### src/rtl/axis_traffic_gen.sv
// AXI-Stream packet source: emits num_pkts packets of pkt_len beats with a seq/beat/src payload, rotating tdest over a mask.
// First beat one cycle after an accepted start; beats advance only on tvalid&&tready and hold stable while stalled.
module axis_traffic_gen #(
  parameter int TDATA_WIDTH = 512,
  parameter int TDEST_WIDTH = 4,
  parameter int NUM_DEST    = 4,
  parameter int SRC_ID      = 0,
  parameter int LEN_WIDTH   = 8
) (
  input  logic                   clk,
  input  logic                   rst,
  input  logic                   start,
  input  logic [15:0]            num_pkts,
  input  logic [LEN_WIDTH-1:0]   pkt_len,
  input  logic [NUM_DEST-1:0]    dest_mask,
  output logic                   busy,
  output logic                   done,
  output logic [15:0]            pkt_count,
  output logic                   axis_out_tvalid,
  input  logic                   axis_out_tready,
  output logic [TDATA_WIDTH-1:0] axis_out_tdata,
  output logic                   axis_out_tlast,
  output logic [TDEST_WIDTH-1:0] axis_out_tdest
);

  typedef enum logic [1:0] {IDLE, SEND, FIN} state_t;

  state_t                 state_q, state_d;
  logic [15:0]            num_pkts_q, num_pkts_d;
  logic [LEN_WIDTH-1:0]   len_q, len_d;
  logic [NUM_DEST-1:0]    mask_q, mask_d;
  logic [15:0]            pkt_count_q, pkt_count_d;
  logic [LEN_WIDTH-1:0]   beat_q, beat_d;
  logic [15:0]            seq_q, seq_d;
  logic [TDEST_WIDTH-1:0] dest_q, dest_d;
  logic                   last_beat;

  function automatic logic [TDEST_WIDTH-1:0] lowest_bit(input logic [NUM_DEST-1:0] m);
    lowest_bit = '0;
    for (int i = NUM_DEST - 1; i >= 0; i--)
      if (m[i]) lowest_bit = TDEST_WIDTH'(i);
  endfunction

  // Next set bit strictly above cur, wrapping to the lowest set bit.
  function automatic logic [TDEST_WIDTH-1:0] next_bit(input logic [NUM_DEST-1:0] m,
                                                      input logic [TDEST_WIDTH-1:0] cur);
    logic found;
    found    = 1'b0;
    next_bit = lowest_bit(m);
    for (int i = 0; i < NUM_DEST; i++) begin
      if (!found && m[i] && (TDEST_WIDTH'(i) > cur)) begin
        next_bit = TDEST_WIDTH'(i);
        found    = 1'b1;
      end
    end
  endfunction

  assign last_beat = (beat_q == len_q - LEN_WIDTH'(1));

  always_ff @(posedge clk) begin
    if (rst) begin
      state_q     <= IDLE;
      num_pkts_q  <= '0;
      len_q       <= '0;
      mask_q      <= '0;
      pkt_count_q <= '0;
      beat_q      <= '0;
      seq_q       <= '0;
      dest_q      <= '0;
    end else begin
      state_q     <= state_d;
      num_pkts_q  <= num_pkts_d;
      len_q       <= len_d;
      mask_q      <= mask_d;
      pkt_count_q <= pkt_count_d;
      beat_q      <= beat_d;
      seq_q       <= seq_d;
      dest_q      <= dest_d;
    end
  end

  always_comb begin
    state_d     = state_q;
    num_pkts_d  = num_pkts_q;
    len_d       = len_q;
    mask_d      = mask_q;
    pkt_count_d = pkt_count_q;
    beat_d      = beat_q;
    seq_d       = seq_q;
    dest_d      = dest_q;
    case (state_q)
      IDLE: begin
        if (start) begin
          num_pkts_d  = num_pkts;
          len_d       = (pkt_len == '0) ? LEN_WIDTH'(1) : pkt_len;
          mask_d      = dest_mask;
          pkt_count_d = '0;
          beat_d      = '0;
          seq_d       = '0;
          dest_d      = lowest_bit(dest_mask);
          state_d     = (num_pkts == 16'd0 || dest_mask == '0) ? FIN : SEND;
        end
      end
      SEND: begin
        if (axis_out_tready) begin
          if (last_beat) begin
            pkt_count_d = pkt_count_q + 16'd1;
            seq_d       = seq_q + 16'd1;
            beat_d      = '0;
            dest_d      = next_bit(mask_q, dest_q);
            if (pkt_count_q + 16'd1 == num_pkts_q) state_d = FIN;
          end else begin
            beat_d = beat_q + LEN_WIDTH'(1);
          end
        end
      end
      FIN:     state_d = IDLE;
      default: state_d = IDLE;
    endcase
  end

  always_comb begin
    axis_out_tvalid = (state_q == SEND);
    axis_out_tlast  = (state_q == SEND) && last_beat;
    axis_out_tdest  = dest_q;
    axis_out_tdata  = '0;
    if (state_q == SEND) begin
      axis_out_tdata[15:0]                 = 16'(beat_q);
      axis_out_tdata[31:16]                = seq_q;
      axis_out_tdata[32 +: TDEST_WIDTH]    = TDEST_WIDTH'(SRC_ID);
    end
    busy      = (state_q == SEND);
    done      = (state_q == FIN);
    pkt_count = pkt_count_q;
  end

endmodule

### config.mk
export PLATFORM = sky130hd
export DESIGN_NAME = axis_traffic_gen
export DESIGN_NICKNAME = d
export VERILOG_FILES = /design/src/rtl/axis_traffic_gen.sv
export SDC_FILE = /design/constraint.sdc
export NUM_CORES = 1
export LEC_CHECK = 0
export BUFFER_PORTS_ARGS = -buffer_cell sky130_fd_sc_hd__buf_2
export CAP_MARGIN = 25
export CORE_AREA = 2 2 224 226
export DETAILED_ROUTE_END_ITERATION = 6
export DIE_AREA = 0 0 226 228
export SYNTH_ARGS = -nofsm -noshare
export SYNTH_HDL_FRONTEND = slang
export SYNTH_SLANG_ARGS = --single-unit
### constraint.sdc
create_clock -name clk -period 3.38 [get_ports clk]
set_clock_uncertainty 0.15 [all_clocks]
set_input_delay 0.507 -clock clk [delete_from_list [all_inputs] [get_ports clk]]
set_output_delay 0.507 -clock clk [all_outputs]
set_load 0.1 [all_outputs]
### After elaboration in Yosys (flattened, before gate mapping)

Cells that the tools add are included.

* bits in registers: 74
* output and inout bits: 536
* word-level logic and storage cells: 92

* $lt $le $gt $ge: 4
* eq/ne operators: 8
* muxes and demuxes: 47
* add/subtract/negate cells: 4
* reductions and logical operators: 21

Operator list (count)
* $mux W16: 5
* $pmux W16 S2: 2
* $mux W4: 13
* $add A16 B1 Y16 const B: 2
* $mux W32: 1
* $mux W8: 4
* $eq A16 B16 Y1: 1
* $logic_not A16 Y1: 1
* $pmux W8 S2: 1
* $mux W2: 7
* $mux W1: 12
* $add A8 B1 Y8 const B: 1
* $eq A8 B8 Y1: 1
* $gt A1 B4 Y1 const A: 2
* $gt A2 B4 Y1 const A: 2
* $logic_and A1 B1 Y1: 8
* $logic_not A8 Y1: 1
* $pmux W4 S2: 1
* $reduce_and A4 Y1: 2
* $sub A8 B1 Y8 const B: 1
* $ne A2 B1 Y1 const B: 3
* $logic_not A4 Y1: 1
* $pmux W2 S2: 1
* $logic_not A1 Y1: 3
* 8 further kinds: 8

### Depth between registers and ports, before layout

* word-level depth: 27
* gate-level depth with buffers: 11

### Worst setup path after synthesis

OpenSTA, ideal clock, no wires.

* path type: register to output
* from: reg len_q[0]
* to: out axis_out_tlast
* required time: 2.723 ns
* stages on the path, launching flop included: 10
* path slack: -1.294 ns
* arrival: 4.017 ns
* cells stage by stage: dfxtp_1 inv_1 ha_1 clkbuf_1 o21bai_1 a211o_1 o211ai_1 o21a_1 clkbuf_1 nor3b_1

* word-level cells in the longest chain between the ends: 3

RTL lines
* from (decl): RTL line 30 `logic [LEN_WIDTH-1:0] len_q, len_d;`
* from (signal assigned): RTL line 73 `len_q <= len_d;`
* $sub A8 B1 Y8: RTL line 58 `assign last_beat = (beat_q == len_q - LEN_WIDTH'(1));`
* $eq A8 B8 Y1: RTL line 58
* $logic_and A1 B1 Y1: RTL line 124 `axis_out_tlast = (state_q == SEND) && last_beat;`
* to (decl): RTL line 22 `output logic axis_out_tlast,`

Every way passes these cells.

### Worst setup path after layout

Ends and elaborated chain as after synthesis.

==> impl_results.md <==
- Leak Pwr: roughly 3.6 nW
- Fin cells: 1,806
- Ports: approximately 570
- Wirelength per Cell: 10.6 um
- Finished Cell Area: around 7700 um2
- Clock latency on the worst-skew pair: about 0.36 ns
- YS warnings: 0
- Slew Viols, Final: 0
- R2R setup slack: approximately 0.44 ns
- Synthesized area per cell: roughly 7.6 um2
- Hold path cells: 3
- Initial antenna violation count: 14
- Fin crit share: 0.930
- Drt pass-1 iters: 4
- Sink Count: slightly above 70
- Initial core utilization: 0.163
- Post-CTS Setup Inserts: 0
- Required @ worst endpoint: about 2.7 ns
- Post-route minimum period: roughly 3.1 ns
- Number of synthesized flops with an enable pin: 0
- Vias per inst: between 3 and 4
- Placer congestion estimate: slightly above 0.8
- Setup TNS: 0 ns
- Die height: ~230 um
- Clk buf depth: 2
- Most common cell after layout, fill and taps aside: conb_1
- FMAX: ~0.32 GHz
- Final WS setup: 0.235 ns
- Synth unique cells: between 60 and 70
- Post-synth top area share: 0.459
- Drt drc: 0
- DIE AREA: 51,500 um2
- Number of CTS-inserted buffers: 9
- Total track usage: 0.0685
- Synth Instances: about 1,100
- Max-capacitance violation count: 0
- Biggest area consumer among synthesized cells: buf_4
- Worst Tran Pin Value: just over 0.9 ns
- Final hold slack: between 0.2 and 0.25 ns
- CTS tree: done
- Final hold violations: 0
- Syn-to-layout area delta: -4.12%
- Peak VDD IR: 0.236 mV
- Number of nets in the layout: between 1,000 and 1,500
- Yosys reg bits: just over 70
- CP Launch Point: len_q[0]
- Synthesized cell area: 8040 um2
- Placed cell count: about 1,800
- H-tree Lvls: 3
- Worst setup endpoint: axis_out_tlast
- Reg2Reg Launch Point: pkt_count[0]
- Antenna Nets Post-Route: 0
- Pin count of the biggest net entering global routing: 30
- CP max FO: 9
- Synth top area cells: buf_4 46%, dfxtp_1 18%, nand2_1 3.6%, a21oi_1 3.4%, xnor2_1 2.0%
- Count of input and output buffers: 77
- CP Class: reg -> out
- Most frequent cells in the layout: 490 x conb_1, 77 x nand2_1, 76 x buf_2
- Share of layout cells above drive strength 1: 0.111
- Top_reg_cell synth: dfxtp_1
- Synth async-reset ratio: 0
- Crit Reg-Reg Endpoint: state_q[1]
- Critical Path AT: around 2.5 ns
- Root Buffer Master: clkbuf_16
- Total Wirelength: between 15,000 and 20,000 um
- Sequential area share after synthesis: 0.179
- Placed wire-length estimate: roughly 16,000 um
- RSZ-0062 raised after global routing: false
- Worst-case reg-to-reg path depth: 8
- First-pass GRT wire length: ~26,000 um
- CTS hold repair buffers: 0
- Post-Place Cell Area: around 7400 um2
- Worst min path class: in -> reg
- Core area: just under 50,000 um2
- Pre-CTS WS: around 0.35 ns
- Die extent in x: 226 um
- Startpoint Class: flip-flop
- Vias in the first global route: 4,150
- Gr ovfl total: 0
- Setup violators final: 0
- Status: complete, no violations
- Post_cts resized: 0
- Std cell rows: 82
- 1st-iter DRT viols: 220
- PwrDens: roughly 610 nW/um2
- Crit end category: output port
- Slew headroom: 0.380
- Reg clk slew, reported paths: ~0.070 ns
- Routed via count: 5,548
layout make-up:
type / count / area [um2]
multi-input combinational: 923 / 4500
fill: 5642 / 41600
sequential: 72 / 1440
clock inverter: 7 / 78.8
tap: 672 / 841
timing repair buffer: 93 / 520
inverter: 25 / 93.8
antenna: 5 / 12.5
clock buffer: 9 / 225
sequential cells by signal, indices dropped and copies added (netlist names):
register	count
beat_q	8
seq_q	16
len_q	8
pkt_count	16
axis_out_tdest	2
state_q	2
mask_q	4
num_pkts_q	16
cell usage after synthesis (all sizes together), types with 2 or more instances:
cell,number
a2111o,2
a211o,2
a211oi,2
a21boi,2
a21o,3
a21oi,54
a22oi,2
a31oi,3
and2,25
and3,8
and4,4
buf,502
clkbuf,26
dfxtp,72
ha,4
inv,25
mux2i,4
nand2,78
nand2b,7
nand3,26
nand3b,2
nand4,22
nor2,34
nor2b,3
nor3,8
nor4,9
o2111ai,2
o211ai,6
o21a,2
o21ai,21
o221ai,9
o22ai,3
o311ai,2
o31ai,14
or3,9
or4,13
xnor2,18
xor2,17
where the power goes:
| group | switching [mW] | leakage, nW | internal (mW) |
|---|---|---|---|
| combinational | 2.63 | 2.87 | 0.127 |
| clock | 0.437 | 0.150 | 0.580 |
| sequential | 0.0376 | 0.585 | 0.879 |
worst min path at each step:
| stage | endpoint | start | slack (ns) |
|---|---|---|---|
| 3_3_place_gp | num_pkts_q[5] | num_pkts_q[5] | 0.30 |
| 2_1_floorplan | num_pkts_q[8] | num_pkts_q[8] | 0.29 |
| 4_1_cts | num_pkts_q[9] | num_pkts[9] | 0.22 |
| 5_1_grt | num_pkts_q[11] | num_pkts[11] | 0.24 |
| 6_report | num_pkts_q[9] | num_pkts[9] | 0.24 |
| 3_5_place_dp | num_pkts_q[5] | num_pkts_q[5] | 0.31 |
layer usage:
metal | GRT usage | wire, um | up-vias
met5 | 0 | 125 | -
li1 | - | - | 2676
met2 | 0.104 | 8600 | 310
met1 | 0.0843 | 7900 | 2506
met4 | 0.0263 | 358 | 20
met3 | 0.0313 | 2150 | 36
per-stage QoR:
stage / utilization / power (mW)
2_1_floorplan: - / 4.00
3_3_place_gp: 0.150 / 3.68
3_5_place_dp: 0.150 / 3.69
4_1_cts: 0.156 / 4.73
5_1_grt: 0.156 / 4.84
6_report: 0.156 / 4.69
worst max-delay path: stages, from the launching register on:
cell and delay (ns):
dfxtp_1 0.41, inv_1 0.09, ha_1 0.31, o21bai_1 0.19, a211o_1 0.29, o211ai_1 0.18
o21a_1 0.21, nor3b_4 0.23, buf_12 0.20
cells by family after synthesis:
logic type	share of synthesized area
flip-flops	0.179
adder cells (fa/ha/maj)	0.00622
other	0.000466
XOR/XNOR	0.0381
multiplexers	0.00498
AND/OR/NAND/NOR	0.164
buffers and inverters	0.493
AO/OA/AOI/OAI	0.114
Power figures use the tool's default switching activity.
